===== src/rtl/z80_bus_pkg.sv =====
// rtl/z80_bus_pkg.sv - shared types and constants for the Z80 bus-cycle controller
package z80_bus_pkg;

  typedef enum logic [2:0] {
    CYC_NONE,
    CYC_M1,
    CYC_MEM,
    CYC_IO,
    CYC_INTA
  } cyc_class_e;

  localparam int WAIT_CNT_W = 4;

  localparam int T1 = 1;
  localparam int T2 = 2;
  localparam int T3 = 3;
  localparam int M1 = 0;

  function automatic cyc_class_e classify(
    input logic m1_cycle,
    input logic intcycle_n,
    input logic no_read,
    input logic write,
    input logic iorq
  );
    cyc_class_e c;
    c = CYC_NONE;
    if (m1_cycle) begin
      c = intcycle_n ? CYC_M1 : CYC_INTA;
    end else if (write || !no_read) begin
      c = iorq ? CYC_IO : CYC_MEM;
    end
    return c;
  endfunction

endpackage


===== src/rtl/z80_wait_gen.sv =====
// rtl/z80_wait_gen.sv - per-cycle-class internal wait-state counter merged with external wait_n
module z80_wait_gen
  import z80_bus_pkg::*;
#(
  parameter int M1_WAIT   = 0,
  parameter int MEM_WAIT  = 0,
  parameter int IO_WAIT   = 1,
  parameter int INTA_WAIT = 2
) (
  input  logic       clk,
  input  logic       reset_n,
  input  logic       cen,
  input  cyc_class_e cyc,
  input  logic [6:0] ts,
  input  logic       wait_n,
  output logic       core_wait_n,
  output logic       wait_busy
);

  logic [WAIT_CNT_W-1:0] cnt;
  logic [WAIT_CNT_W-1:0] load_val;
  logic                  unused_ts;

  assign unused_ts = ^{ts[6:3], ts[0]};

  always_comb begin
    load_val = '0;
    case (cyc)
      CYC_M1:   load_val = WAIT_CNT_W'(M1_WAIT);
      CYC_MEM:  load_val = WAIT_CNT_W'(MEM_WAIT);
      CYC_IO:   load_val = WAIT_CNT_W'(IO_WAIT);
      CYC_INTA: load_val = WAIT_CNT_W'(INTA_WAIT);
      default:  load_val = '0;
    endcase
  end

  // T1 always reloads, so a cycle the core abandoned cannot leak waits into the next one.
  always_ff @(posedge clk or negedge reset_n) begin
    if (!reset_n) begin
      cnt <= '0;
    end else if (cen) begin
      if (ts[T1]) begin
        cnt <= load_val;
      end else if (ts[T2] && (cnt != '0)) begin
        cnt <= cnt - WAIT_CNT_W'(1);
      end
    end
  end

  // Internal count runs down while wait_n is low too, so the two waits overlap.
  assign core_wait_n = wait_n & (cnt == '0);
  assign wait_busy   = (cnt != '0);

endmodule


===== src/rtl/z80_bus_ctrl.sv =====
// rtl/z80_bus_ctrl.sv - T80 bus-cycle controller: registered strobes, wait states, read-data latch
module z80_bus_ctrl
  import z80_bus_pkg::*;
#(
  parameter bit T2_WRITE  = 1'b1,
  parameter bit REFRESH   = 1'b0,
  parameter int M1_WAIT   = 0,
  parameter int MEM_WAIT  = 0,
  parameter int IO_WAIT   = 1,
  parameter int INTA_WAIT = 2,
  parameter int DW        = 8
) (
  input  logic          clk,
  input  logic          reset_n,
  input  logic          cen,
  input  logic [6:0]    mc,
  input  logic [6:0]    ts,
  input  logic          intcycle_n,
  input  logic          no_read,
  input  logic          write,
  input  logic          iorq,
  input  logic          wait_n,
  input  logic [DW-1:0] di,
  output logic          core_wait_n,
  output logic [DW-1:0] di_reg,
  output logic          mreq_n,
  output logic          iorq_n,
  output logic          rd_n,
  output logic          wr_n,
  output logic          wait_busy
);

  cyc_class_e cyc;
  logic       hold_w;
  logic       mreq_d, iorq_d, rd_d, wr_d;
  logic       wr_fire;
  logic       unused_in;

  assign unused_in = ^{mc[6:1], ts[6:4], ts[0]};

  assign cyc = classify(mc[M1], intcycle_n, no_read, write, iorq);

  z80_wait_gen #(
    .M1_WAIT   (M1_WAIT),
    .MEM_WAIT  (MEM_WAIT),
    .IO_WAIT   (IO_WAIT),
    .INTA_WAIT (INTA_WAIT)
  ) u_wait_gen (
    .clk         (clk),
    .reset_n     (reset_n),
    .cen         (cen),
    .cyc         (cyc),
    .ts          (ts),
    .wait_n      (wait_n),
    .core_wait_n (core_wait_n),
    .wait_busy   (wait_busy)
  );

  // Strobes stay asserted through T1 and every T2 that is being held by a wait.
  assign hold_w  = ts[T1] | (ts[T2] & ~core_wait_n);
  assign wr_fire = T2_WRITE ? hold_w : ts[T2];

  always_comb begin
    mreq_d = 1'b1;
    iorq_d = 1'b1;
    rd_d   = 1'b1;
    wr_d   = 1'b1;
    if (mc[M1]) begin
      if (hold_w) begin
        rd_d   = ~intcycle_n;
        mreq_d = ~intcycle_n;
        iorq_d = intcycle_n;
      end
      if (REFRESH && ts[T3]) begin
        mreq_d = 1'b0;
      end
    end else if (write) begin
      if (wr_fire) begin
        wr_d   = 1'b0;
        iorq_d = ~iorq;
        mreq_d = iorq;
      end
    end else if (!no_read && hold_w) begin
      rd_d   = 1'b0;
      iorq_d = ~iorq;
      mreq_d = iorq;
    end
  end

  always_ff @(posedge clk or negedge reset_n) begin
    if (!reset_n) begin
      mreq_n <= 1'b1;
      iorq_n <= 1'b1;
      rd_n   <= 1'b1;
      wr_n   <= 1'b1;
    end else if (cen) begin
      mreq_n <= mreq_d;
      iorq_n <= iorq_d;
      rd_n   <= rd_d;
      wr_n   <= wr_d;
    end
  end

  always_ff @(posedge clk or negedge reset_n) begin
    if (!reset_n) begin
      di_reg <= '0;
    end else if (cen && ts[T2] && core_wait_n) begin
      di_reg <= di;
    end
  end

endmodule


===== config.mk =====
export PLATFORM = sky130hd
export DESIGN_NAME = z80_bus_ctrl
export DESIGN_NICKNAME = d
export VERILOG_FILES = /design/src/rtl/z80_bus_pkg.sv /design/src/rtl/z80_wait_gen.sv /design/src/rtl/z80_bus_ctrl.sv
export SDC_FILE = /design/constraint.sdc
export NUM_CORES = 1
export LEC_CHECK = 0
export BUFFER_PORTS_ARGS = -buffer_cell sky130_fd_sc_hd__buf_2
export CAP_MARGIN = 30
export CORE_MARGIN = 1
export CORE_UTILIZATION = 35
export CTS_CLUSTER_SIZE = 24
export DETAILED_ROUTE_END_ITERATION = 8
export PLACE_DENSITY = 0.67
export REMOVE_ABC_BUFFERS = 1
export SETUP_SLACK_MARGIN = 0.1
export SKIP_LAST_GASP = 1
export SYNTH_ARGS = -nofsm -noshare
export SYNTH_HDL_FRONTEND = slang
export SYNTH_HIERARCHICAL = 1
export SYNTH_SLANG_ARGS = --single-unit
export TNS_END_PERCENT = 30

===== constraint.sdc =====
create_clock -name clk -period 1.6 [get_ports clk]
set_input_delay 0.48 -clock clk [delete_from_list [all_inputs] [get_ports clk]]
set_output_delay 0.48 -clock clk [all_outputs]
set_load 0.005 [all_outputs]

==> out/metrics.csv, run 1 <==
stage;metric;value;unit
status;status;complete, but fails checks;
status;violations;setup timing;
yosys;synth.top_cell.area_share;34.93;%
route;vias_per_cell;4.906;
clocking;clockBufferDepth;2;
pwr;combPwrFrac;54.9;%
final_layout;antenna_cells;0;
clocking;cts_made_buffers;3;
clocking;insertion_delay;0.29;ns
setup_path;rr_startpoint;u_wait_gen/cnt[0];
global_route;grt_start_max_net_pins;17;
pwr;switching_share;30.53;%
route;via_count;731;
placed_design;dpl_cell_area;1096;sq um
global_route;antenna_found_initial;0;
placed_design;hpwl;1338;um
sta;skew;0.003801;ns
placed_design;dp_slack;-0.05619;ns
pwr;vdd_ir_drop_max;0.0009485;V
final_layout;final_area;1224;sq um
floorplan;die_x;51.56;um
sta;final_max_slew_viol_count;0;
setup_path;worst-path-max-fanout;2;
pwr;p_int;1.439;mW
yosys;yosysMostFrequentCell;dfrtp_1;
final_layout;fin_util;54.27;%
final_layout;syn_to_final_growth;42.36;%
clocking;root_buffer;clkbuf_4;
sta;worst_pin_slew;0.3564;ns
sta;hold_viol;0;
run;max-cap-violations;0;
pwr;switching_power;0.6322;mW
setup_path;rr_endpoint;di_reg[5];
final_layout;post_route_cells_drive_above_1_share;60.33;%
yosys;syn_inst;72;
floorplan;start_util;38.12;%
pwr;clkPwrFrac;13.0;%
setup_path;rr_worst_depth;7;
global_route;grt_pass1_vias;691;
sta;slew-limit-headroom;76.24;%
clocking;clkTransAtPathRegs;0.10;ns
global_route;gr-total-overflow;0;
pwr;power.density;1692;nW/um^2
route;routedWlPerCell;12.11;um
yosys;syn_avg_cell_area;11.94;sq um
global_route;grt_pass1_wl;2932;um
yosys;synth_cell_type_count;31;
setup_path;worstPathRequired;1.12;ns
setup_path;crit_family;flip-flops;
yosys;synth_seq_cells;16;
floorplan;core;2255;sq um
worst_hold_path;hp-class;in2async;
setup_path;critical_path.endpoint_type;output pin;
final_layout;largest_reg_flops;8;
final_layout;layout.cells.non_filler;149;
route;drc;0;
sta;setup_viol;10;
floorplan;dieArea;2658;sq um
placed_design;gp_congestion;0.8290;
pwr;total_power;2.071;mW
placed_design;placedCellCount;138;
setup_path;start_kind;flip-flop;
clocking;cts_sinks;16;
global_route;grtUsageTotal;15.34;%
setup_path;cp_slowest_stage_delay;0.40;ns
yosys;yosysSeqAreaShare;47.16;%
yosys;synthTopCellsByCount;dfrtp_1 (12), mux2_4 (8), dfstp_2 (4), inv_1 (4), nor2_1 (4);
setup_path;crit_slowest_cell;dfrtp_1;
yosys;synth_ff_type;dfrtp_1;
sta;fmax;559.8;MHz
yosys;ys_warn_count;6;
route;drt_wl_total;1805;um
yosys;async_flop_share;100.0;%
floorplan;ios;44;
setup_path;critPathKind;reg2out;
yosys;synth_edf_count;0;
sta;fin_crit_sh;111.6;%
pwr;power_frac_seq;32.1;%
setup_path;cp_num_buf_inv;4;
sta;rsz0062_at_grt;true;
pwr;p_leak;0.5982;nW
yosys;yosysTopAreaCell;dfrtp_1;
yosys;ys_top_cells_by_area;dfrtp_1 (35%), mux2_4 (14%), dfstp_2 (12%);
setup_path;crit_chain;inv_2, ha_4, and3_4, buf_6, inv_4, buf_6;
setup_path;crit_path_frequent_cell;buf_6;
route;drt_pre_antenna_iters;4;
sta;worst_slack;-0.1863;ns
clocking;cts_tree;built;
floorplan;num_rows;17;
clocking;cts-htree-levels;1;
final_layout;nNetsFinal;153;
yosys;netlist_area;859.6;sq um
setup_path;r2r_slack;-0.07;ns
route;ant_nets;0;
setup_path;cp.arrival;1.31;ns
placed_design;io_buffers;32;
sta;fin_crit;1.786;ns
route;drt_first_iter_violations;3;
floorplan;die_h;51.56;um
[final cells by class]
| class | instances | area, sq um |
|---|---|---|
| Clock buffer | 4 | 36.28 |
| Fill cell | 212 | 1031 |
| Inverter | 7 | 28.78 |
| Multi-Input combinational cell | 48 | 436.7 |
| Sequential cell | 16 | 405.4 |
| Tap cell | 28 | 35.03 |
| Timing Repair Buffer | 46 | 281.5 |
[timing repair]
item,4_1_cts,5_1_grt
pin swaps,3,2
endpoints found under the setup margin,14,14
hold buffers,0,0
hold endpoints to repair,0,0
setup buffers,6,1
gates resized for setup,9,2
[power groups by stage]
stage	Sequential (mW)	Combinational [mW]	Clock, mW
floorplan	0.675	0.425	0
global placement	0.664	0.802	0
detailed placement	0.664	0.825	0
CTS	0.665	1.05	0.284
global route	0.683	1.24	0.305
finish	0.664	1.14	0.269
[worst max-delay path by stage]
stage                     cells after the start              start  slack [ns]   endpoint
final                                         6  u_wait_gen/cnt[0]       -0.19  wait_busy
after global routing                          6  u_wait_gen/cnt[0]       -0.26  wait_busy
after CTS                                     6  u_wait_gen/cnt[1]       -0.19  wait_busy
after detailed placement                      6  u_wait_gen/cnt[0]       -0.06  di_reg[5]
after global placement                        6  u_wait_gen/cnt[1]       -0.03  di_reg[5]
after floorplan                               6  u_wait_gen/cnt[0]       -0.07  di_reg[0]
[metrics by stage]
step           setup TNS [ns]  hold WS (ns)
6_report              -0.8924       0.08639
5_1_grt                -1.789       0.09836
4_1_cts               -0.8164       0.08656
3_5_place_dp          -0.4394        0.4129
3_3_place_gp          -0.2408        0.4073
2_1_floorplan         -0.5317        0.1844
[layer usage]
layer	global-route usage, %	vias to the layer above	routed length [um]
met5	0	-	0
li1	-	365	-
met3	2.632	2	62
met4	8.108	0	16
met1	16.79	349	747
met2	27.92	15	978
[worst reg2reg max path: stages (launching register included)]
cell and delay (ns):
dfrtp_1 0.40, inv_2 0.09, ha_4 0.13, and3_4 0.17
and2_4 0.14, buf_4 0.12, nand3_4 0.16, mux2_4 0.34
[logic make-up after synthesis]
group                      share of synthesized area (%)
muxes                                              15.14
and+or+nand+nor                                    15.72
adders and majority gates                          1.455
AOI/OAI and AO/OA                                  16.16
DFF                                                47.16
buffers and inverters                              4.366
[cell usage in the layout (no fill, tap or decap), types with 2 or more instances in the layout]
cell type and instances:
clkbuf_4 3, buf_2 30, o22a_1 3, nor2b_1 3, dfrtp_1 12, nand2b_1 2, mux2_4 8, nor2_1 4
o21ai_1 2, a21oi_1 2, a31oi_1 2, dfstp_2 4, nand4_1 3, buf_6 3, inv_2 4, buf_4 13
inv_1 2
Note: power is estimated with default switching activity, not from simulation.
==> run 2: changes to the inputs <==
--- a/config.mk
+++ b/config.mk
@@ -8,10 +8,10 @@
 export BUFFER_PORTS_ARGS = -buffer_cell sky130_fd_sc_hd__buf_2
 export CAP_MARGIN = 30
 export CORE_MARGIN = 1
-export CORE_UTILIZATION = 35
+export CORE_UTILIZATION = 39
 export CTS_CLUSTER_SIZE = 24
 export DETAILED_ROUTE_END_ITERATION = 8
-export PLACE_DENSITY = 0.67
+export PLACE_DENSITY = 0.73
 export REMOVE_ABC_BUFFERS = 1
 export SETUP_SLACK_MARGIN = 0.1
 export SKIP_LAST_GASP = 1
==> out/metrics.csv, run 2 (synthesis results as in run 1) <==
stage;metric;value;unit
final_layout;post_route_cells_drive_above_1_share;59.66;%
floorplan;ios;44;
setup_path;worst-path-max-fanout;2;
placed_design;io_buffers;32;
sta;skew;0.0009873;ns
setup_path;crit_slowest_cell;dfrtp_1;
clocking;cts_sinks;16;
global_route;grt_pass1_vias;744;
setup_path;crit_chain;inv_2, ha_4, and3_4, buf_6, inv_4, buf_6;
sta;slew-limit-headroom;77.21;%
setup_path;critical_path.endpoint_type;output pin;
placed_design;hpwl;1406;um
global_route;grt_start_max_net_pins;17;
sta;fin_tns_setup;-1.128;ns
final_layout;syn_to_final_growth;40.47;%
setup_path;worstPathRequired;1.12;ns
placed_design;dpl_cell_area;1080;sq um
sta;hold_viol;0;
setup_path;cp.arrival;1.32;ns
worst_hold_path;hp-class;in2async;
setup_path;crit_family;flip-flops;
pwr;total_power;2.016;mW
placed_design;gp_congestion;0.7985;
route;drt_first_iter_violations;6;
setup_path;rr_startpoint;u_wait_gen/cnt[0];
pwr;power.density;1670;nW/um^2
route;vias_per_cell;5.116;
floorplan;die_h;48.95;um
floorplan;die_x;48.95;um
route;drt_pre_antenna_iters;4;
final_layout;layout.cells.non_filler;146;
setup_path;r2r_slack;-0.09;ns
setup_path;cp_num_buf_inv;4;
clocking;cts_tree;built;
floorplan;core;2022;sq um
final_layout;fin_util;59.72;%
sta;fin_crit_sh;112.4;%
clocking;holdBufCountCts;0;
clocking;cts-htree-levels;1;
sta;fmax;556.0;MHz
setup_path;critPathKind;reg2out;
route;drt_wl_total;1939;um
sta;final_max_slew_viol_count;0;
clocking;clkTransAtPathRegs;0.09;ns
final_layout;nNetsFinal;151;
floorplan;start_util;42.51;%
sta;holdWs;0.09101;ns
pwr;p_leak;0.5905;nW
sta;worst_pin_slew;0.3418;ns
clocking;clockBufferDepth;2;
setup_path;cp_slowest_stage_delay;0.40;ns
final_layout;antenna_cells;0;
route;routedWlPerCell;13.28;um
final_layout;final_common_cell;buf_2;
sta;worst_slack;-0.1984;ns
setup_path;start_kind;flip-flop;
global_route;antenna_found_initial;0;
route;via_count;747;
placed_design;dp_slack;-0.04016;ns
pwr;vdd_ir_drop_max;0.0008678;V
status;violations;setup timing;
clocking;insertion_delay;0.28;ns
sta;setup_viol;12;
final_layout;final_cell_mix;buf_2 (30), dfrtp_1 (12), buf_4 (11);
setup_path;rr_worst_depth;7;
final_layout;largest_reg_flops;8;
clocking;cts_made_buffers;3;
route;ant_nets;0;
run;max-cap-violations;0;
route;drc;0;
final_layout;final_area;1207;sq um
setup_path;rr_endpoint;di_reg[3];
floorplan;num_rows;16;
sta;rsz0062_at_grt;true;
global_route;gr-total-overflow;0;
sta;fin_crit;1.798;ns
setup_path;crit_path_frequent_cell;buf_6;
global_route;grtUsageTotal;17.51;%
floorplan;dieArea;2396;sq um
placed_design;placedCellCount;135;
status;status;complete, but fails checks;
clocking;root_buffer;clkbuf_4;
global_route;grt_pass1_wl;3215;um
==> run 2: cell count changes in the layout (fill, tap and decap cells not counted) <==
cell,previous run,this run
buf_4,13,11
==> run 2: layout make-up <==
| type | instances | area, sq um |
|---|---|---|
| fillers | 180 | 814.5 |
| multi-input cells | 48 | 436.7 |
| flip-flops and latches | 16 | 405.4 |
| repair buffers | 44 | 266.5 |
| clock buffers | 4 | 36.28 |
| well taps | 27 | 33.78 |
| inverters | 7 | 28.78 |
==> run 2: where the power goes <==
part           total (mW)  internal (mW)  switching, mW
sequential          0.662          0.569         0.0932
combinational        1.10          0.684          0.413
clock               0.257          0.138          0.118
total                2.02           1.39          0.625
==> run 2: routing by layer <==
metal / wire [um] / vias up / GRT usage (%)
met5: 0 / - / 0
met4: 14 / 0 / 6.373
met3: 79 / 2 / 6.231
met2: 1024 / 15 / 29.63
met1: 821 / 366 / 20.28
li1: - / 364 / -
==> run 2: how the worst max path moves through the flow <==
stage | startpoint | to | cells past startpoint
floorplan | u_wait_gen/cnt[0] | di_reg[0] | 6
global placement | u_wait_gen/cnt[0] | di_reg[6] | 6
detailed placement | u_wait_gen/cnt[0] | di_reg[3] | 6
CTS | u_wait_gen/cnt[1] | wait_busy | 6
global route | u_wait_gen/cnt[0] | wait_busy | 6
finish | u_wait_gen/cnt[0] | wait_busy | 6
==> run 2: repair_timing <==
action | in CTS | in global routing
resized for setup | 7 | 3
setup buffers | 4 | 3
pin swaps | 2 | 2
cloned | 0 | 0
setup endpoints to repair | 13 | 14
==> run 3: changes to the inputs <==
--- a/config.mk
+++ b/config.mk
@@ -8,10 +8,10 @@
 export BUFFER_PORTS_ARGS = -buffer_cell sky130_fd_sc_hd__buf_2
 export CAP_MARGIN = 30
 export CORE_MARGIN = 1
-export CORE_UTILIZATION = 39
+export CORE_UTILIZATION = 44
 export CTS_CLUSTER_SIZE = 24
 export DETAILED_ROUTE_END_ITERATION = 8
-export PLACE_DENSITY = 0.73
+export PLACE_DENSITY = 0.78
 export REMOVE_ABC_BUFFERS = 1
 export SETUP_SLACK_MARGIN = 0.1
 export SKIP_LAST_GASP = 1
==> constraint.sdc (replaced) <==
create_clock -name clk -period 2.03 [get_ports clk]
set_input_delay 0.609 -clock clk [delete_from_list [all_inputs] [get_ports clk]]
set_output_delay 0.609 -clock clk [all_outputs]
set_load 0.005 [all_outputs]
==> out/metrics.csv, run 3 (synthesis results as in run 1) <==
stage;metric;value;unit
pwr;vdd_ir_drop_max;0.0006833;V
floorplan;start_util;48.21;%
setup_path;crit_slowest_cell;dfrtp_1;
final_layout;final_area;1170;sq um
setup_path;start_kind;flip-flop;
final_layout;antenna_cells;0;
pwr;clkPwrFrac;11.5;%
pwr;power.density;1279;nW/um^2
clocking;root_buffer;clkbuf_4;
clocking;cts_tree;built;
final_layout;final_cell_mix;buf_2 (30), dfrtp_1 (12), mux2_4 (8), buf_4 (8), inv_2 (5);
pwr;switching_power;0.4701;mW
sta;worst_pin_slew;0.3637;ns
route;drt_first_iter_violations;7;
sta;hold_viol;0;
clocking;cts-htree-levels;1;
sta;skew;0.004557;ns
setup_path;worstPathRequired;1.42;ns
setup_path;crit_chain;inv_2, ha_4, and3_4, buf_6, inv_2, buf_6;
floorplan;ios;44;
final_layout;largest_reg_flops;8;
placed_design;dp_slack;0.2027;ns
sta;fin_crit_sh;95.84;%
run;max-cap-violations;0;
placed_design;gp_congestion;0.8301;
sta;setup_viol;0;
route;drt_pre_antenna_iters;4;
sta;fin_crit;1.946;ns
final_layout;fin_util;65.61;%
pwr;p_int;1.026;mW
clocking;clockBufferDepth;2;
pwr;switching_share;31.42;%
global_route;grt_start_max_net_pins;17;
global_route;antenna_found_initial;0;
setup_path;worst-path-max-fanout;3;
final_layout;post_route_cells_drive_above_1_share;57.76;%
global_route;grt_pass1_vias;625;
clocking;cts_made_buffers;3;
placed_design;placedCellCount;129;
floorplan;core;1783;sq um
floorplan;die_h;46.20;um
final_layout;syn_to_final_growth;36.10;%
route;routedWlPerCell;12.84;um
pwr;p_leak;0.5693;nW
setup_path;r2r_slack;0.34;ns
route;drc;0;
global_route;grtUsageTotal;17.32;%
route;ant_nets;0;
final_layout;layout.cells.non_filler;141;
final_layout;n_fill_cell;152;
setup_path;cp.arrival;1.34;ns
sta;rsz0062_at_grt;true;
final_layout;nNetsFinal;148;
worst_hold_path;hp-class;in2async;
placed_design;io_buffers;32;
sta;fin_tns_setup;0;ns
sta;slew-limit-headroom;75.75;%
status;status;finished clean;
clocking;clkTransAtPathRegs;0.09;ns
route;vias_per_cell;5.113;
setup_path;critical_path.endpoint_type;output pin;
sta;fmax;514.0;MHz
final_layout;multi_input_area;436.7;sq um
global_route;gr-total-overflow;0;
final_layout;ff_latch_area;405.4;sq um
clocking;holdBufCountCts;0;
floorplan;num_rows;15;
sta;worst_slack;0.08446;ns
setup_path;critPathKind;reg2out;
pwr;power_frac_seq;35.0;%
floorplan;dieArea;2134;sq um
placed_design;dpl_cell_area;1047;sq um
global_route;grt_pass1_wl;2601;um
route;drt_wl_total;1811;um
final_layout;final_common_cell;buf_2;
setup_path;cp_slowest_stage_delay;0.41;ns
sta;holdWs;0.2280;ns
placed_design;hpwl;1276;um
sta;final_max_slew_viol_count;0;
clocking;insertion_delay;0.28;ns
clocking;cts_sinks;16;
pwr;combPwrFrac;53.5;%
pwr;total_power;1.496;mW
route;via_count;721;
floorplan;die_x;46.20;um
run 3: changes by cell type in the layout (fill, tap and decap cells not counted):
cell | previous run | this run
buf_4 | 11 | 8
inv_2 | 4 | 5
inv_4 | 1 | 0
clkbuf_8 | 1 | 0
clkbuf_1 | 0 | 1
run 3: power groups by stage:
stage,Combinational (mW),Clock [mW],Sequential (mW)
2_1_floorplan,0.335,0,0.532
3_3_place_gp,0.547,0,0.526
3_5_place_dp,0.558,0,0.529
4_1_cts,0.680,0.178,0.523
5_1_grt,0.867,0.193,0.538
6_report,0.800,0.172,0.524
run 3: final timing paths:
kind,to,cells after the start,startpoint
worst min register to register,di_reg[4],1,di_reg[4]
worst max register to register,di_reg[1],7,u_wait_gen/cnt[0]
max in group asynchronous,rd_n,1,reset_n
min in group clk,di_reg[4],1,di_reg[4]
worst min-delay path,u_wait_gen/cnt[3],1,reset_n
worst max-delay path,wait_busy,6,u_wait_gen/cnt[0]
run 3: metal layers:
layer | share of wire, % | vias up | track usage, % | wire length [um]
met1 | 44 | 345 | 22.25 | 788
met4 | 0.94 | 0 | 5.294 | 17
met3 | 2.9 | 2 | 4.706 | 52
met2 | 53 | 18 | 28.17 | 952
met5 | 0 | - | 0 | 0
li1 | - | 356 | - | -
run 3: area by class of cell:
| class | instances | area share [%] |
|---|---|---|
| clock buffer | 4 | 2.246 |
| inverter | 7 | 2.246 |
| multi-input combinational | 48 | 37.33 |
| sequential | 16 | 34.65 |
| tap | 25 | 2.674 |
| timing repair buffer | 41 | 20.86 |
run 3: worst max-delay path, delay by kind of cell, from the launching register on:
family	cells	cell delay [ns]
DFF	1	0.41
buffers and inverters	4	0.32
and+or+nand+nor	1	0.19
adders and majority gates	1	0.15
run 3: what timing repair did:
item	in CTS	in global routing
buffers inserted	5	3
resized for setup	6	3
pin swaps	2	1
setup endpoints to repair	2	2
